`config.mk`:
```
export PLATFORM = sky130hd
export DESIGN_NAME = seq_div
export DESIGN_NICKNAME = d
export VERILOG_FILES = /design/src/rtl/arith_pkg.sv /design/src/rtl/div_step.sv /design/src/rtl/seq_div.sv
export SDC_FILE = /design/constraint.sdc
export NUM_CORES = 1
export LEC_CHECK = 0
export BUFFER_PORTS_ARGS = -buffer_cell sky130_fd_sc_hd__buf_2
export CORE_ASPECT_RATIO = 0.75
export CORE_MARGIN = 4
export CORE_UTILIZATION = 50
export CTS_BUF_LIST = sky130_fd_sc_hd__clkbuf_8
export DETAILED_ROUTE_END_ITERATION = 12
export PLACE_DENSITY_LB_ADDON = 0.25
export SKIP_CTS_REPAIR_TIMING = 1
export SLEW_MARGIN = 0
export SYNTH_ARGS = -nofsm -noshare
export SYNTH_HDL_FRONTEND = slang
export SYNTH_HIERARCHICAL = 1
export SYNTH_SLANG_ARGS = --single-unit
export TNS_END_PERCENT = 10
```
`constraint.sdc`:
```
create_clock -name clk -period 6.2 [get_ports clk]
set_input_delay 0.62 -clock clk [delete_from_list [all_inputs] [get_ports clk]]
set_output_delay 0.62 -clock clk [all_outputs]
set_load 0.02 [all_outputs]
```
`src/rtl/arith_pkg.sv`:
```
// Shared arithmetic definitions for the sequential divider.
//   W_DEF : default operand width (dividend 2*W_DEF bits, quotient/remainder W_DEF bits)
//   Q_SAT : saturated quotient reported on divide-by-zero and quotient overflow
//   state_t : divider control states
package arith_pkg;

  localparam int W_DEF = 8;

  localparam logic [W_DEF-1:0] Q_SAT = '1;

  typedef enum logic [1:0] {
    IDLE = 2'd0,
    RUN  = 2'd1,
    ERR  = 2'd2,
    DONE = 2'd3
  } state_t;

endpackage

```
`src/rtl/div_step.sv`:
```
// One combinational restoring-division step.
//   prem     : current partial remainder (W bits)
//   din      : next dividend bit shifted in below prem
//   divisor  : divisor (W bits)
//   prem_nxt : partial remainder after the trial subtraction
//   qbit     : quotient bit produced by this step
module div_step #(
  parameter int W = 8
) (
  input  logic [W-1:0] prem,
  input  logic         din,
  input  logic [W-1:0] divisor,
  output logic [W-1:0] prem_nxt,
  output logic         qbit
);

  // Trial value is W+1 bits wide so the compare and subtract never overflow.
  logic [W:0] t;
  logic [W:0] diff;

  assign t    = {prem, din};
  assign diff = t - {1'b0, divisor};
  assign qbit = (t >= {1'b0, divisor});

  // When the subtraction succeeds the result always fits in W bits, because
  // prem < divisor holds on entry to every step.
  assign prem_nxt = qbit ? diff[W-1:0] : t[W-1:0];

endmodule

```
`src/rtl/seq_div.sv`:
```
// Sequential restoring divider: 2W-bit dividend / W-bit divisor, one quotient
// bit per clock, valid/ready handshake on operands and result.
//   clk, rst            : clock, asynchronous active-high reset
//   in_valid, in_ready  : operand handshake (in_ready high only in IDLE)
//   dividend, divisor   : unsigned operands
//   out_valid, out_ready: result handshake (result held until accepted)
//   quotient, remainder : unsigned result
//   dbz, ovf            : divide-by-zero / quotient-overflow flags, qualified by out_valid
//
// state | meaning
// IDLE  | waiting for operands, in_ready=1
// RUN   | one restoring step per clock, W steps
// ERR   | one cycle to load saturated result and flag
// DONE  | result presented, waiting for out_ready
module seq_div
  import arith_pkg::*;
#(
  parameter int W = W_DEF
) (
  input  logic           clk,
  input  logic           rst,
  input  logic           in_valid,
  output logic           in_ready,
  input  logic [2*W-1:0] dividend,
  input  logic [W-1:0]   divisor,
  output logic           out_valid,
  input  logic           out_ready,
  output logic [W-1:0]   quotient,
  output logic [W-1:0]   remainder,
  output logic           dbz,
  output logic           ovf
);

  localparam int CW = (W > 1) ? $clog2(W) : 1;

  state_t        state, state_nxt;
  logic [CW-1:0] cnt;
  logic [W-1:0]  prem;
  logic [W-1:0]  sreg;
  logic [W-1:0]  dsr;
  logic          err_dbz;

  logic [W-1:0]  prem_nxt;
  logic          qbit;
  logic [W-1:0]  sreg_nxt;

  div_step #(.W(W)) u_step (
    .prem     (prem),
    .din      (sreg[W-1]),
    .divisor  (dsr),
    .prem_nxt (prem_nxt),
    .qbit     (qbit)
  );

  // Dividend bits leave at the top of sreg while quotient bits enter at the
  // bottom, so after W steps sreg holds the full quotient.
  assign sreg_nxt  = {sreg[W-2:0], qbit};

  assign in_ready  = (state == IDLE);
  assign out_valid = (state == DONE);

  always_ff @(posedge clk or posedge rst) begin
    if (rst) state <= IDLE;
    else     state <= state_nxt;
  end

  always_comb begin
    state_nxt = state;
    case (state)
      IDLE: begin
        if (in_valid) begin
          if (divisor == '0 || dividend[2*W-1:W] >= divisor) state_nxt = ERR;
          else                                               state_nxt = RUN;
        end
      end
      RUN:     if (cnt == '0) state_nxt = DONE;
      ERR:     state_nxt = DONE;
      DONE:    if (out_ready) state_nxt = IDLE;
      default: state_nxt = IDLE;
    endcase
  end

  always_ff @(posedge clk or posedge rst) begin
    if (rst) begin
      cnt       <= '0;
      prem      <= '0;
      sreg      <= '0;
      dsr       <= '0;
      err_dbz   <= 1'b0;
      quotient  <= '0;
      remainder <= '0;
      dbz       <= 1'b0;
      ovf       <= 1'b0;
    end else begin
      case (state)
        IDLE: begin
          if (in_valid) begin
            dsr     <= divisor;
            prem    <= dividend[2*W-1:W];
            sreg    <= dividend[W-1:0];
            cnt     <= CW'(W - 1);
            err_dbz <= (divisor == '0);
            dbz     <= 1'b0;
            ovf     <= 1'b0;
          end
        end
        RUN: begin
          prem <= prem_nxt;
          sreg <= sreg_nxt;
          if (cnt == '0) begin
            quotient  <= sreg_nxt;
            remainder <= prem_nxt;
          end else begin
            cnt <= cnt - 1'b1;
          end
        end
        ERR: begin
          quotient  <= '1;
          dbz       <= err_dbz;
          ovf       <= !err_dbz;
          // sreg still holds the low dividend half latched at acceptance.
          remainder <= err_dbz ? sreg : '0;
        end
        default: ;
      endcase
    end
  end

endmodule
```
== Yosys cells after proc, flatten, opt, wreduce, memory -nomap -nowiden ==
Index checks and enable logic that the tools add are counted.

* Eq/ne operators: 7
* Order comparisons: 2
* Reductions and logical operators: 14
* Add/sub/neg operators: 2
* Muxes and demuxes: 21

{| class="wikitable"
|+ Operators by type and width
! kind !! number
|-
| $pmux 8 s2 || 4
|-
| $mux 8 || 6
|-
| $ge 9x8->1 || 1
|-
| $ge 8x8->1 || 1
|-
| $logic_not 8->1 || 1
|-
| $mux 2 || 4
|-
| $pmux 2 s4 || 1
|-
| $reduce_and 2->1 || 4
|-
| $sub 8x8->8 || 1
|-
| $mux 3 || 2
|-
| $ne 2x2->1 const B || 3
|-
| $pmux 3 s2 || 1
|-
| $reduce_and 3->1 || 2
|-
| $reduce_bool 2->1 || 3
|-
| $eq 2x2->1 const B || 2
|-
| $pmux 1 s2 || 2
|-
| $logic_not 3->1 || 1
|-
| $sub 3x1->3 const B || 1
|-
| $eq 2x1->1 const B || 1
|-
| $logic_not 2->1 || 1
|-
| $ne 2x1->1 const B || 1
|-
| $logic_not 1->1 || 1
|-
| $logic_or 1x1->1 || 1
|-
| $mux 1 || 1
|}

* Output and inout bits: 20
* Logic and storage cells: 56
* Input port bits: 28
* Register bits: 48

== Depth between registers and ports, before layout ==
* Depth in word-level cells: 5
* Mapped depth: 11
* Depth with buffers taken out: 11

== By module ==
Netlist, hierarchy kept.

{| class="wikitable"
|+ Modules (own cells, without submodules)
! module !! seq. area each (µm²) !! instances !! cells each !! area an instance (µm²)
|-
| seq_div || 1201.2 || 1 || 262 || 2509.9
|-
| div_step || 0.0 || 1 || 70 || 511.7
|}

== Least setup slack after synthesis ==
Ideal clock, no wire load.

* Kind: reg2reg
* Start: register sreg[7]
* End: register remainder[6]
* Required time: 6066 ps
* Setup slack: 3914 ps
* Setup time: 134 ps
* Clock period less this slack: 2286 ps
* Arrival time: 2152 ps
* Stages on the path, launching flop included: 12
* Path buffers: 0
* Cell sequence: dfrtp_1 inv_1 ha_1 fa_1 nor2b_1 o31a_1 mux2i_1 o2111ai_1 mux2_2 nor2b_1 a31oi_1 o21ai_0

* Longest elaborated chain between the ends: 4
* Elaborated cells on any way between the ends: 5
* Classes of those cells: 1 x add/sub; 1 x order compare; 3 x mux

{| class="wikitable"
|+ Ends and longest elaborated chain
! element !! RTL line !! text
|-
| start, declared || seq_div.sv:39 || <nowiki>logic [W-1:0] sreg;</nowiki>
|-
| start signal, assigned || seq_div.sv:100 || <nowiki>sreg <= dividend[W-1:0];</nowiki>
|-
| start signal, assigned || seq_div.sv:109 || <nowiki>sreg <= sreg_nxt;</nowiki>
|-
| $sub 8x8->8 / $ge 9x8->1 (equally long branches) || div_step.sv:22, div_step.sv:23 ||
|-
| $mux 8 * || div_step.sv:27 || <nowiki>assign prem_nxt = qbit ? diff[W-1:0] : t[W-1:0];</nowiki>
|-
| named net prem_nxt[6] || seq_div.sv:43 || <nowiki>logic [W-1:0] prem_nxt;</nowiki>
|-
| $mux 8 * || seq_div.sv:110 || <nowiki>if (cnt == '0) begin</nowiki>
|-
| $pmux 8 s2 * || seq_div.sv:95 || <nowiki>case (state)</nowiki>
|-
| end signal, assigned || seq_div.sv:112 || <nowiki>remainder <= prem_nxt;</nowiki>
|-
| end signal, assigned || seq_div.sv:122 || <nowiki>remainder <= err_dbz ? sreg : '0;</nowiki>
|-
| end, declared || seq_div.sv:29 || <nowiki>output logic [W-1:0] remainder,</nowiki>
|}

The timed path passes the listed nets; every way through them passes the cells marked *. The select of a mux whose other input is x is not followed.
A chain may end at the register's enable or synchronous reset.

== Final worst setup path ==
* Start: register dsr[3]
* End: register remainder[6]

* Longest elaborated chain between the ends: 4
* Elaborated cells on any way between the ends: 5
* Classes of those cells: 1 x add/sub; 1 x order compare; 3 x mux

{| class="wikitable"
|+ Ends and longest elaborated chain
! element !! RTL line !! text
|-
| start, declared || seq_div.sv:40 || <nowiki>logic [W-1:0] dsr;</nowiki>
|-
| start signal, assigned || seq_div.sv:98 || <nowiki>dsr <= divisor;</nowiki>
|-
| $sub 8x8->8 / $ge 9x8->1 (equally long branches) || div_step.sv:22, div_step.sv:23 ||
|-
| $mux 8 * || div_step.sv:27 ||
|-
| named net prem_nxt[6] || seq_div.sv:43 ||
|-
| $mux 8 * || seq_div.sv:110 ||
|-
| $pmux 8 s2 * || seq_div.sv:95 ||
|}

Marks and branches as above.

==> flow_metrics.tcl <==
set metrics [dict create \
    outcome "finished, final reports clean" \
    drt-initial-drc-count 95 \
    synthToLayoutAreaGrowth_pct 13.42 \
    synthDominantCellAreaShare_pct 39.75 \
    maxSlewHeadroom_pct 33.16 \
    required_ps 6370 \
    fp.dieArea_sq_mm 0.007364 \
    worstReg2RegEnd "remainder[6]" \
    syn-cell-area_sq_mm 0.003022 \
    seq_area_frac_synth_pct 39.75 \
    clock_sink_count 48 \
    synth_top_cells_by_count "sky130_fd_sc_hd__nand2_1 (51), sky130_fd_sc_hd__dfrtp_1 (48), sky130_fd_sc_hd__inv_1 (28)" \
    timing.final.crit_period_ps 2542 \
    final_min_period_over_clock_period_pct 40.99 \
    post_route_clock_skew_ps 14.19 \
    clkPwrFrac_pct 11.8 \
    hold_viol_final 0 \
    drt_drc_violations_left 0 \
    peakVddDrop_mv 0.3020 \
    design.final.nets 425 \
    vias 2435 \
    total_instance_count_after_detailed_placement 445 \
    internal_power_mw 1.215 \
    post-route-util_pct 58.83 \
    ant_nets 0 \
    worst_ep_arrival_ps 2710 \
    num_antenna_cells 0 \
    synth_most_common_cell "sky130_fd_sc_hd__nand2_1" \
    grt_setup_unrepaired "false" \
    die_height_um 75.33 \
    ys_dominant_reg_cell "sky130_fd_sc_hd__dfrtp_1" \
    numCtsBuffers 5 \
    final_cells 452 \
    p_leak_nw 1.685 \
    grt_max_degree 49 \
    grtUsageTotal_pct 19.04 \
    worstRegToRegCells 10 \
    muxShareOfSynthArea_pct 9.979 \
    synth_seq_cells 48 \
    avgViaCountPerCell 5.387 \
    clk_transition_reported_paths_ps 80 \
    final_max_slew_viol_count 0 \
    mean_instance_size_in_the_synthesized_netlist_sq_um 9.101 \
    average_wire_per_standard_cell_um 14.79 \
    grt_pass1_wl_um 11160 \
    cp-endpoint "remainder[6]" \
    synth_edf_count 0 \
    io_buffers 47 \
    vias_in_the_first_global_route 2318 \
    swShare_pct 45.31 \
    die_width_um 97.77 \
    post_synth_fa_ha_maj_area_fraction_pct 9.772 \
    synth_cells 332 \
    timing.critical_path.fanout_max 8 \
    detail_route.first_pass.iterations 4 \
    p_sw_mw 1.007 \
    insertion_delay_ps 300 \
    cts_tree "built" \
    ioPinCount 48 \
    timing.reg2reg.setup_slack_ps 3660 \
    synth-simple-area-share_pct 15.49 \
    cts_buffer_depth 2 \
    mappedNetlistNets 383 \
    power.density_cell_area_mw_per_mm2 648.4 \
    worst_pin_slew_ps 1003 \
    cp-end-kind "flop" \
    core_area_sq_mm 0.005826 \
    share_comb_of_total_power_pct 62.8 \
    crit_path_start_kind "flop" \
    max_cap_check_violation_count 0 \
    total_wire_length_after_detailed_routing_um 6686 \
    worstHoldPathCells 2 \
    clockRootBuffer "sky130_fd_sc_hd__clkbuf_8" \
    drive_gt1_share_pct 19.79 \
    synth_area_in_compound_gates_pct 17.93 \
    synth_largest_area_cell "sky130_fd_sc_hd__dfrtp_1" \
    initial_utilization_pct 51.87 \
    setup_viol_count_final 0 \
    sequential_cell_fraction_of_total_power_pct 25.4 \
    clock_tree.htree_level_count 2 \
    num_rows 24 \
    routability_congestion_estimate_from_global_placement 0.8731 \
    ys_warn_count 6 \
    hold_path_class "reg -> reg" \
    detailedPlacementHpwl_um 5239 \
    main_combinational_cell_family_by_area_after_synthesis "compound AO/OA/AOI/OAI gates" \
    ys_types 46 \
    synth_xor_area_share_pct 0.8696 \
    async_flop_share_pct 100.0 \
    antenna_found_initial 0 \
    global_route.overflow_total 0 \
    fin_tns_setup_ps 0 \
    crit-reg2reg-launch "dsr[3]" \
    worstSetupPathType "reg -> reg" \
    synth.top_cells.by_area "sky130_fd_sc_hd__dfrtp_1 (40%), sky130_fd_sc_hd__ha_1 (9.1%), sky130_fd_sc_hd__mux2i_1 (7.3%)" \
    crit_start "dsr[3]" \
    fmaxAchievable_ghz 0.3935 \
]
-- power by group through the flow --
stage	Combinational [mW]	Clock, mW	Sequential, mW
after CTS	1.40	0.267	0.565
after global routing	1.57	0.278	0.585
after detailed placement	1.40	0	0.572
after global placement	1.36	0	0.565
after floorplan	1.06	0	0.608
final	1.40	0.262	0.564
-- worst min-delay path by stage --
stage,from,endpoint
floorplan,dsr[2],dsr[2]
global placement,quotient[0],quotient[0]
detailed placement,quotient[0],quotient[0]
CTS,quotient[0],quotient[0]
global route,remainder[5],remainder[5]
finish,remainder[6],remainder[6]
-- metrics by stage --
stage	power, mW	instance area (sq um)	hold WS (ps)	setup WS [ps]
floorplan	1.672	3022	449.8	3914
finish	2.222	3427	482.6	3658
global placement	1.927	3298	458.3	3765
global route	2.429	3427	513.9	3530
CTS	2.233	3427	490.0	3675
detailed placement	1.967	3298	470.4	3681
-- area by class of cell --
cell class | count | area, sq um
Clock buffer | 5 | 68.82
Clock inverter | 2 | 60.06
Fill cell | 533 | 2399
Inverter | 28 | 105.1
Multi-Input combinational cell | 241 | 1637
Sequential cell | 48 | 1201
Tap cell | 78 | 97.59
Timing Repair Buffer | 50 | 257.7
-- critical path: stages, from the launching register on --
cell                       delay (ps)
sky130_fd_sc_hd__dfrtp_1          370
sky130_fd_sc_hd__inv_1             50
sky130_fd_sc_hd__ha_1             360
sky130_fd_sc_hd__a21o_1           200
sky130_fd_sc_hd__a21oi_2          180
sky130_fd_sc_hd__o21bai_1         140
sky130_fd_sc_hd__a21oi_4          340
sky130_fd_sc_hd__mux2_2           400
sky130_fd_sc_hd__nor2b_1          130
sky130_fd_sc_hd__a31oi_1          160
sky130_fd_sc_hd__o21ai_0           90
-- kinds of logic (layout without fill, tap and decap cells) --
| logic type | Yosys count | count (layout) |
|---|---|---|
| simple gates | 101 | 101 |
| fa+ha+maj | 23 | 23 |
| flops | 48 | 48 |
| xor+xnor | 3 | 3 |
| buf+inv | 43 | 85 |
| compound gates | 85 | 85 |
| mux | 29 | 29 |
-- layer usage --
layer | track usage [%] | part of all wire, % | wire length, um | vias to the layer above
met2 | 31.21 | 46 | 3085 | 55
met3 | 3.568 | 4.2 | 279 | 10
met4 | 4.608 | 1.2 | 82 | 0
met5 | 0 | 0 | 0 | -
met1 | 26.74 | 48 | 3238 | 1139
li1 | - | - | - | 1231
-- cells in the final DEF (no fill, tap or decap), types with 8 or more instances in the layout --
cell                      netlist  routed
sky130_fd_sc_hd__o21ai_0       19      19
sky130_fd_sc_hd__dfrtp_1       48      48
sky130_fd_sc_hd__o21ai_1       27      27
sky130_fd_sc_hd__ha_1          22      22
sky130_fd_sc_hd__buf_2          9      47
sky130_fd_sc_hd__a31oi_1        8       8
sky130_fd_sc_hd__nand2_1       51      51
sky130_fd_sc_hd__inv_1         28      27
sky130_fd_sc_hd__nor2_1        15      15
sky130_fd_sc_hd__nor2b_1       15      15
sky130_fd_sc_hd__mux2i_1       22      21
-- sequential cells by signal (all words and copies together) (netlist names) --
signal,count
err_dbz,1
prem,8
cnt,3
ovf,1
remainder,8
sreg,8
dsr,8
state,2
dbz,1
quotient,8
(Power assumes the default switching activity.)
